<file path="config.mk">
export PLATFORM = sky130hd
export DESIGN_NAME = seven_segment_decoder
export DESIGN_NICKNAME = d
export VERILOG_FILES = /design/src/rtl/seven_segment_decoder_pkg.sv /design/src/rtl/seven_segment_decoder_glyph.sv /design/src/rtl/seven_segment_decoder.sv
export SDC_FILE = /design/constraint.sdc
export NUM_CORES = 1
export LEC_CHECK = 0
export CAP_MARGIN = 20
export CORE_UTILIZATION = 45
export DETAILED_ROUTE_END_ITERATION = 10
export HOLD_SLACK_MARGIN = 0.12
export PLACE_DENSITY_LB_ADDON = 0.12
export SETUP_SLACK_MARGIN = 0.02
export SYNTH_ARGS = -nofsm -noshare
export SYNTH_HDL_FRONTEND = slang
export SYNTH_HIERARCHICAL = 1
export SYNTH_SLANG_ARGS = --single-unit
</file>
<file path="constraint.sdc">
create_clock -name clk -period 3 [get_ports clk]
set_clock_uncertainty 0.2 [all_clocks]
set_input_delay 0.3 -clock clk [delete_from_list [all_inputs] [get_ports clk]]
set_output_delay 0.3 -clock clk [all_outputs]
set_load 0.02 [all_outputs]
</file>
<file path="src/rtl/seven_segment_decoder_pkg.sv">
// seven_seg_pkg: glyph codes, anode/segment constants and anode classification shared by the display driver, decoder and benches
package seven_seg_pkg;
    typedef logic [4:0] glyph_t;
    localparam glyph_t GLYPH_0     = 5'h00;
    localparam glyph_t GLYPH_1     = 5'h01;
    localparam glyph_t GLYPH_2     = 5'h02;
    localparam glyph_t GLYPH_3     = 5'h03;
    localparam glyph_t GLYPH_4     = 5'h04;
    localparam glyph_t GLYPH_5     = 5'h05;
    localparam glyph_t GLYPH_6     = 5'h06;
    localparam glyph_t GLYPH_7     = 5'h07;
    localparam glyph_t GLYPH_8     = 5'h08;
    localparam glyph_t GLYPH_9     = 5'h09;
    localparam glyph_t GLYPH_A     = 5'h0A;
    localparam glyph_t GLYPH_B     = 5'h0B;
    localparam glyph_t GLYPH_C     = 5'h0C;
    localparam glyph_t GLYPH_D     = 5'h0D;
    localparam glyph_t GLYPH_E     = 5'h0E;
    localparam glyph_t GLYPH_F     = 5'h0F;
    localparam glyph_t GLYPH_N     = 5'h10;
    localparam glyph_t GLYPH_BLANK = 5'h11;
    localparam glyph_t GLYPH_BAD   = 5'h1F;
    localparam logic [3:0] AN_IDLE = 4'hF;
    localparam logic [6:0] SEG_0     = 7'b0000001;
    localparam logic [6:0] SEG_1     = 7'b1001111;
    localparam logic [6:0] SEG_2     = 7'b0010010;
    localparam logic [6:0] SEG_3     = 7'b0000110;
    localparam logic [6:0] SEG_4     = 7'b1001100;
    localparam logic [6:0] SEG_5     = 7'b0100100;
    localparam logic [6:0] SEG_6     = 7'b0100000;
    localparam logic [6:0] SEG_7     = 7'b0001111;
    localparam logic [6:0] SEG_8     = 7'b0000000;
    localparam logic [6:0] SEG_9     = 7'b0000100;
    localparam logic [6:0] SEG_A     = 7'b0001000;
    localparam logic [6:0] SEG_B     = 7'b1100000;
    localparam logic [6:0] SEG_C     = 7'b0110001;
    localparam logic [6:0] SEG_D     = 7'b1000010;
    localparam logic [6:0] SEG_E     = 7'b0110000;
    localparam logic [6:0] SEG_F     = 7'b0111000;
    localparam logic [6:0] SEG_N     = 7'b1101010;
    localparam logic [6:0] SEG_BLANK = 7'b1111111;
    typedef enum logic [1:0] {AN_CLS_VALID, AN_CLS_IDLE, AN_CLS_ILLEGAL} an_class_t;
    // exactly one active-low anode selects a digit; all-high is a blanked scan slot
    function automatic an_class_t an_classify(input logic [3:0] an);
        return an == AN_IDLE ? AN_CLS_IDLE : $onehot(~an) ? AN_CLS_VALID : AN_CLS_ILLEGAL;
    endfunction
endpackage

</file>
<file path="src/rtl/seven_segment_decoder_glyph.sv">
// seg_glyph_decode: combinational active-low 7-segment pattern to glyph code lookup
//   seg_i   in  7  active-low segments, seg_i[6]=a .. seg_i[0]=g
//   glyph_o out 5  glyph code, GLYPH_BAD for unrecognised patterns
module seg_glyph_decode
    import seven_seg_pkg::*;
(
    input  logic [6:0] seg_i,
    output glyph_t     glyph_o
);
    always_comb begin
        case (seg_i)
            SEG_0:     glyph_o = GLYPH_0;
            SEG_1:     glyph_o = GLYPH_1;
            SEG_2:     glyph_o = GLYPH_2;
            SEG_3:     glyph_o = GLYPH_3;
            SEG_4:     glyph_o = GLYPH_4;
            SEG_5:     glyph_o = GLYPH_5;
            SEG_6:     glyph_o = GLYPH_6;
            SEG_7:     glyph_o = GLYPH_7;
            SEG_8:     glyph_o = GLYPH_8;
            SEG_9:     glyph_o = GLYPH_9;
            SEG_A:     glyph_o = GLYPH_A;
            SEG_B:     glyph_o = GLYPH_B;
            SEG_C:     glyph_o = GLYPH_C;
            SEG_D:     glyph_o = GLYPH_D;
            SEG_E:     glyph_o = GLYPH_E;
            SEG_F:     glyph_o = GLYPH_F;
            SEG_N:     glyph_o = GLYPH_N;
            SEG_BLANK: glyph_o = GLYPH_BLANK;
            default:   glyph_o = GLYPH_BAD;
        endcase
    end
endmodule

</file>
<file path="src/rtl/seven_segment_decoder.sv">
// seven_segment_decoder: monitors a scanned 4-digit seven-segment bus and reassembles the displayed frame
//   clk         in  1   system clock
//   rst         in  1   synchronous active-low reset
//   seg_bus     in  11  {an[3:0], seg[6:0]}, both active-low, an[3] leftmost
//   glyphs      out 20  last complete frame {d3,d2,d1,d0}
//   frame_valid out 1   pulse when glyphs updates
//   done_match  out 1   glyphs spell "dOnE"
//   an_err      out 1   pulse on entry into an illegal anode pattern
//   digit_seen  out 4   digits captured in the frame being assembled
module seven_segment_decoder
    import seven_seg_pkg::*;
#(
    parameter int STABLE_CYCLES = 16
) (
    input  logic        clk,
    input  logic        rst,
    input  logic [10:0] seg_bus,
    output logic [19:0] glyphs,
    output logic        frame_valid,
    output logic        done_match,
    output logic        an_err,
    output logic [3:0]  digit_seen
);
    localparam int CW = $clog2(STABLE_CYCLES + 1);
    logic [10:0] bus_q, prev_q;
    logic [CW-1:0] cnt_q, cnt_d;
    glyph_t [3:0] slot_q, slot_d;
    logic [19:0] glyphs_q, glyphs_d;
    logic [3:0] seen_q, seen_d;
    logic fv_q, done_q, done_d, err_q;
    an_class_t cls, prev_cls;
    glyph_t glyph;
    logic same, capture, illegal_edge, frame_done;
    logic [1:0] idx;
    seg_glyph_decode u_dec (.seg_i(bus_q[6:0]), .glyph_o(glyph));
    assign cls          = an_classify(bus_q[10:7]);
    assign prev_cls     = an_classify(prev_q[10:7]);
    assign same         = bus_q == prev_q;
    // the 0 in the anode field marks the slot; only meaningful when cls is VALID
    assign idx          = {~bus_q[10] | ~bus_q[9], ~bus_q[10] | ~bus_q[8]};
    // fires only on the step into saturation, so a long dwell captures once
    assign capture      = cls == AN_CLS_VALID && same && cnt_q == CW'(STABLE_CYCLES - 1);
    assign illegal_edge = cls == AN_CLS_ILLEGAL && prev_cls != AN_CLS_ILLEGAL;
    assign frame_done   = seen_q == 4'hF;
    always_comb begin
        cnt_d    = cls != AN_CLS_VALID ? '0 : !same ? CW'(1) : cnt_q == CW'(STABLE_CYCLES) ? cnt_q : cnt_q + CW'(1);
        slot_d   = slot_q;
        seen_d   = seen_q;
        glyphs_d = glyphs_q;
        done_d   = done_q;
        if (frame_done) begin
            glyphs_d = slot_q;
            done_d   = slot_q == {GLYPH_D, GLYPH_0, GLYPH_N, GLYPH_E};
            seen_d   = '0;
        end
        if (capture) begin
            slot_d[idx] = glyph;
            seen_d[idx] = 1'b1;
        end
        if (illegal_edge) seen_d = '0;
    end
    always_ff @(posedge clk) begin
        if (!rst) begin
            bus_q    <= 11'h7FF;
            prev_q   <= 11'h7FF;
            cnt_q    <= '0;
            slot_q   <= {4{GLYPH_BLANK}};
            glyphs_q <= {4{GLYPH_BLANK}};
            seen_q   <= '0;
            fv_q     <= 1'b0;
            done_q   <= 1'b0;
            err_q    <= 1'b0;
        end else begin
            bus_q    <= seg_bus;
            prev_q   <= bus_q;
            cnt_q    <= cnt_d;
            slot_q   <= slot_d;
            glyphs_q <= glyphs_d;
            seen_q   <= seen_d;
            fv_q     <= frame_done;
            done_q   <= done_d;
            err_q    <= illegal_edge;
        end
    end
    assign glyphs      = glyphs_q;
    assign frame_valid = fv_q;
    assign done_match  = done_q;
    assign an_err      = err_q;
    assign digit_seen  = seen_q;
endmodule
</file>
# Word level (Yosys, flattened, before mapping)
# Index checks and enable logic that the tools add are counted.
# op_classes
n_reduce_logical,10
eq_ne,29
magnitude_cmp,2
n_bitwise,10
n_mux,14
add_sub_neg,7
# ops
operator,n
$pmux W5 S18,1
$eq A7 B7 Y1 const B,6
$eq A7 B6 Y1 const B,5
$bwmux W20,1
$eq A20 B19 Y1 const B,1
$eq A7 B3 Y1 const B,2
$eq A7 B4 Y1 const B,2
$eq A4 B4 Y1 const B,3
$eq A11 B11 Y1,1
$demux W5 S2,1
$add A1 B1 Y2,4
$mux W2,4
$mux W4,2
$not A4 Y4,2
$eq A7 B1 Y1 const B,1
$eq A7 B5 Y1 const B,1
$logic_not A7 Y1,1
$add A2 B2 Y3,2
$eq A3 B1 Y1 const B,2
$add A5 B1 Y5 const B,1
$eq A5 B4 Y1 const B,1
$eq A5 B5 Y1 const B,1
$mux W5,1
$not A1 Y1,5
13 further kinds,21
# word_totals
elab_cells,85
input_bits,13
register_bits,74

# Longest topological paths before layout
# logic_depth
word_depth,10
ltp_mapped,9
mapped_depth_nobuf,8

# Modules after synthesis
# The synthesis kept the hierarchy.
# modules_own_cells
module,cells_each,n_inst,area_each_um2
seven_segment_decoder,308,1,2985.4
seg_glyph_decode,68,1,421.7

# Worst setup path before layout
# Ideal clock, no wire load.
# synth_timing
path_type,register to register
start,register bus_q[7]
end,register slot_q[5] (netlist bit)
stages_incl_launch_ff,9
t_arrival_ns,2.533
path_slack_ns,0.141
t_required_ns,2.674
synth_period_minus_slack_ns,2.859
path_cell_list,dfxtp_1 > fa_1 > inv_1 > ha_1 > ha_1 > or3b_1 > nor4_1 > nand4_4 > mux2i_1
# synth_between
elab_chain_cells,9
# synth_rtl
item,line_no,text
from (decl),seven_segment_decoder.sv:25,"logic [10:0] bus_q, prev_q;"
from (signal assigned),seven_segment_decoder.sv:74,bus_q <= seg_bus;
$not A4 Y4,seven_segment_decoder_pkg.sv:45,return an == AN_IDLE ? AN_CLS_IDLE : $onehot(~an) ? AN_CLS_VALID : AN_CLS_ILLEGAL;
$add A1 B1 Y2 (not written as such),seven_segment_decoder_pkg.sv:45,
$add A2 B2 Y3 (not written as such),seven_segment_decoder_pkg.sv:45,
$eq A3 B1 Y1,seven_segment_decoder_pkg.sv:45,
$mux W2 (2 in series),seven_segment_decoder_pkg.sv:45,
$logic_not A2 Y1,seven_segment_decoder.sv:42,assign capture = cls == AN_CLS_VALID && same && cnt_q == CW'(STABLE_CYCLES - 1);
$logic_and A1 B1 Y1 (*) (2 in series),seven_segment_decoder.sv:42,
to (signal assigned),seven_segment_decoder.sv:67,slot_q <= {4{GLYPH_BLANK}};
to (signal assigned),seven_segment_decoder.sv:77,slot_q <= slot_d;
to (decl),seven_segment_decoder.sv:27,"glyph_t [3:0] slot_q, slot_d;"
# Every way passes the cells marked *; elsewhere a longest branch is shown, timed or not.
# A chain may end at the register's enable or synchronous reset.

# Worst setup path in the final report
# layout_timing
start,register bus_q[7]
end,register slot_q[10] (netlist bit)
# Same word-level chain as after synthesis.

==> run metrics <==
result of the run complete, no violations; Detail Placement HPWL between 4 and 5 mm; cell area reported after detailed placement ~4000 um2; proportion of layout cells with a drive suffix above 1 0.107; Hold Crit Endpoint glyphs[16]; hold-fix buffer count after cts 0; Pleak approximately 0.0017 uW; # IOs 40; Slew Viols, Final 0; worst hold slack across all endpoints 257 ps; worst path cell trace fa_1, inv_1, ha_1, ha_1, or3b_4, nor4b_2, nand4_4, mux2i_1; worst slew margin relative to its limit 0.556; TritonCTS Buffers 9; arrival time worst endpoint around 2900 ps; global-route wire length before repair 12.3 mm; biggest fanout along the worst timing path 6; Async S/R FF share, synth 0; number of core rows 31; maximum achievable frequency about 350 MHz; post-layout net count between 400 and 500; WS Path Type reg -> reg; number of cells produced by synthesis 376; setup repair after global routing missed its margin true; die outline width 89.0 um; Seq/Total Area, Yosys 0.435; number of clock sinks 74; final number of hold-violating endpoints 0; post-detailed-route count of antenna-violating nets 0; Placeable Area 7290 um2; Critical Path Max Stage Delay 530 ps; most common library cell in the layout ignoring fill and taps sky130_fd_sc_hd__dfxtp_1; Syn Nets 400; maximum capacitance violations 0; htree depth 3; fillcell total 711; post-synthesis sequential element count 74; postcts setup bufs 0; CTS root buf sky130_fd_sc_hd__clkbuf_8; antenna cell count 0; Remaining DRCs 0; dominant cell type by count on the critical path sky130_fd_sc_hd__ha_1; crit end category flip-flop; Area Growth Syn to Fin 22.8%; areal power density over the cells 510 nW/um2; worst reg2reg endpoint slot_q[10]; number of distinct standard cells referenced by the synthesized netlist between 40 and 50; final wirelength 7.08 mm; Final Wtd Congestion 0.854; Register-to-Register Path Depth 8; warnings from Yosys 6; global route total overflow 0; via count of the first global-routing pass 2,582; clock latency at the later pin of the worst-skew pair 340 ps; post-detailed-route via-to-cell ratio 5.27; maximum clock path buffer count 2; total vias in the final route roughly 2,700; biggest area consumer among synthesized cells sky130_fd_sc_hd__dfxtp_1; Tcrit/Tclk final 0.961; worst-margin pin slew 665 ps; clock-pin slew reported for the worst setup and hold paths after clock tree synthesis 80 ps; Post-Synthesis Cell Area roughly 3400 um2; largest net degree at the start of global routing 48; hold path depth 2; ys flop type sky130_fd_sc_hd__dfxtp_1; data required time at the worst endpoint between 3000 and 4000 ps; final critical-path required period 2880 ps; final cell utilization of the core 0.574; vertical extent of the die 89.0 um; number of antenna violations at the first check in global routing 0; critical path's slowest cell sky130_fd_sc_hd__fa_1; setup-violating endpoint count in the final report 0; CTS tree yes; Critical Path Start Type flip-flop; commonest non-fill, non-tap cells in the layout sky130_fd_sc_hd__dfxtp_1, sky130_fd_sc_hd__nand2_1, sky130_fd_sc_hd__clkdlybuf4s50_1; average cell area after synthesis 9.06 um2; top cell type's share of synthesized area 0.435; count of buffers inserted at the top-level ports 39; Initial Util 0.467; worst reg2reg startpoint bus_q[7]; overall die area approximately 7900 um2; detailed-route wire length per cell 13.6 um; number of flops mapped to enable cells by yosys 0; Detailed Route Iter0 Violations 78; type of the most critical hold path reg -> reg; top cells by area in the synthesized netlist sky130_fd_sc_hd__dfxtp_1, sky130_fd_sc_hd__nand2_1, sky130_fd_sc_hd__mux2i_1; post-route cell area 4180 um2; count of TritonRoute iterations in the first routing pass 5; worst ir drop on vdd ~0.00028 V; Register-to-Register Setup Slack ~120 ps; GRT Resource Usage Total 0.203; Hold Path Origin glyphs[16]
## report_power, final
group          total, uW  leakage, uW  internal, uW  switching, uW
sequential          1020     0.000602           999           24.9
combinational        194     0.000939          84.2            110
clock                915     0.000116           549            366
## worst max-delay path, delay by kind of cell, from the launching register on
kind                       cells  cell delay, ps
DFF                            1             330
buffers and inverters          1              40
muxes                          1             180
and+or+nand+nor                3            1040
adders and majority gates      3             970
## metal layers
layer / up-vias / GRT usage / share of wire / wire length [um]
met5: - / 0 / 0 / 0
met4: 0 / 0.0779 / 0.0097 / 69
met3: 6 / 0.0332 / 0.050 / 355
met2: 92 / 0.327 / 0.47 / 3330
met1: 1269 / 0.275 / 0.47 / 3320
li1: 1380 / - / - / -
## cell families after synthesis
kind of cell / share of synthesized area
muxes: 0.0646
buffers and inverters: 0.0404
adders and majority gates: 0.0448
AOI/OAI and AO/OA: 0.0712
and+or+nand+nor: 0.306
DFF: 0.435
xor gates and xnor gates: 0.0386
## sequential cells by signal, summed over array words and instances (netlist names)
register / flops
cnt_q: 5
glyphs: 20
digit_seen: 4
slot_q: 20
frame_valid: 1
bus_q: 11
done_match: 1
prev_q: 11
an_err: 1
## how the worst max path moves through the flow
stage	endpoint	from	depth (start not counted)	slack (ps)
5_1_grt	slot_q[10]	bus_q[7]	8	-0.3
3_3_place_gp	slot_q[4]	bus_q[7]	8	20
4_1_cts	slot_q[10]	bus_q[7]	8	30
2_1_floorplan	slot_q[5]	bus_q[7]	8	140
3_5_place_dp	slot_q[2]	bus_q[7]	8	-40
6_report	slot_q[10]	bus_q[7]	8	120
## through the flow
step | power, uW | worst slack, ps | cells | TNS (ps)
after detailed placement | 1230 | -42.9 | 506 | -156
final | 2130 | 116 | 521 | 0
after global routing | 2230 | -0.333 | 521 | -0.333
after floorplan | 1170 | 141 | 376 | 0
after CTS | 2140 | 27.3 | 521 | 0
after global placement | 1230 | 24.1 | 506 | 0
## layout make-up
cell class                 count  area, um2  area share
multi-input combinational    269       1810       0.433
sequential                    74       1480       0.354
tap                           99        124      0.0296
timing repair buffer          52        488       0.117
clock inverter                 5        104      0.0248
inverter                      12       45.0      0.0108
clock buffer                  10        128      0.0305
## timing repair
| action | in CTS | in global routing |
|---|---|---|
| endpoints found under the setup margin | 5 | 24 |
| resized for setup | 2 | 4 |
| pin swaps | 0 | 1 |
| cloned | 0 | 0 |
## synthesized netlist by cell type (3+ instances only)
cell type	number
sky130_fd_sc_hd__a21oi_1	18
sky130_fd_sc_hd__and3_1	4
sky130_fd_sc_hd__buf_2	5
sky130_fd_sc_hd__clkbuf_1	13
sky130_fd_sc_hd__dfxtp_1	74
sky130_fd_sc_hd__ha_1	9
sky130_fd_sc_hd__inv_1	12
sky130_fd_sc_hd__mux2i_1	22
sky130_fd_sc_hd__nand2_1	69
sky130_fd_sc_hd__nand2b_1	22
sky130_fd_sc_hd__nand3_1	16
sky130_fd_sc_hd__nand4_1	12
sky130_fd_sc_hd__nand4_4	3
sky130_fd_sc_hd__nor2_1	20
sky130_fd_sc_hd__nor2b_1	3
sky130_fd_sc_hd__nor3_1	6
sky130_fd_sc_hd__nor4_1	5
sky130_fd_sc_hd__nor4b_1	5
sky130_fd_sc_hd__o21ai_0	6
sky130_fd_sc_hd__xnor2_1	3
sky130_fd_sc_hd__xor2_1	12
(Power assumes the default switching activity.)
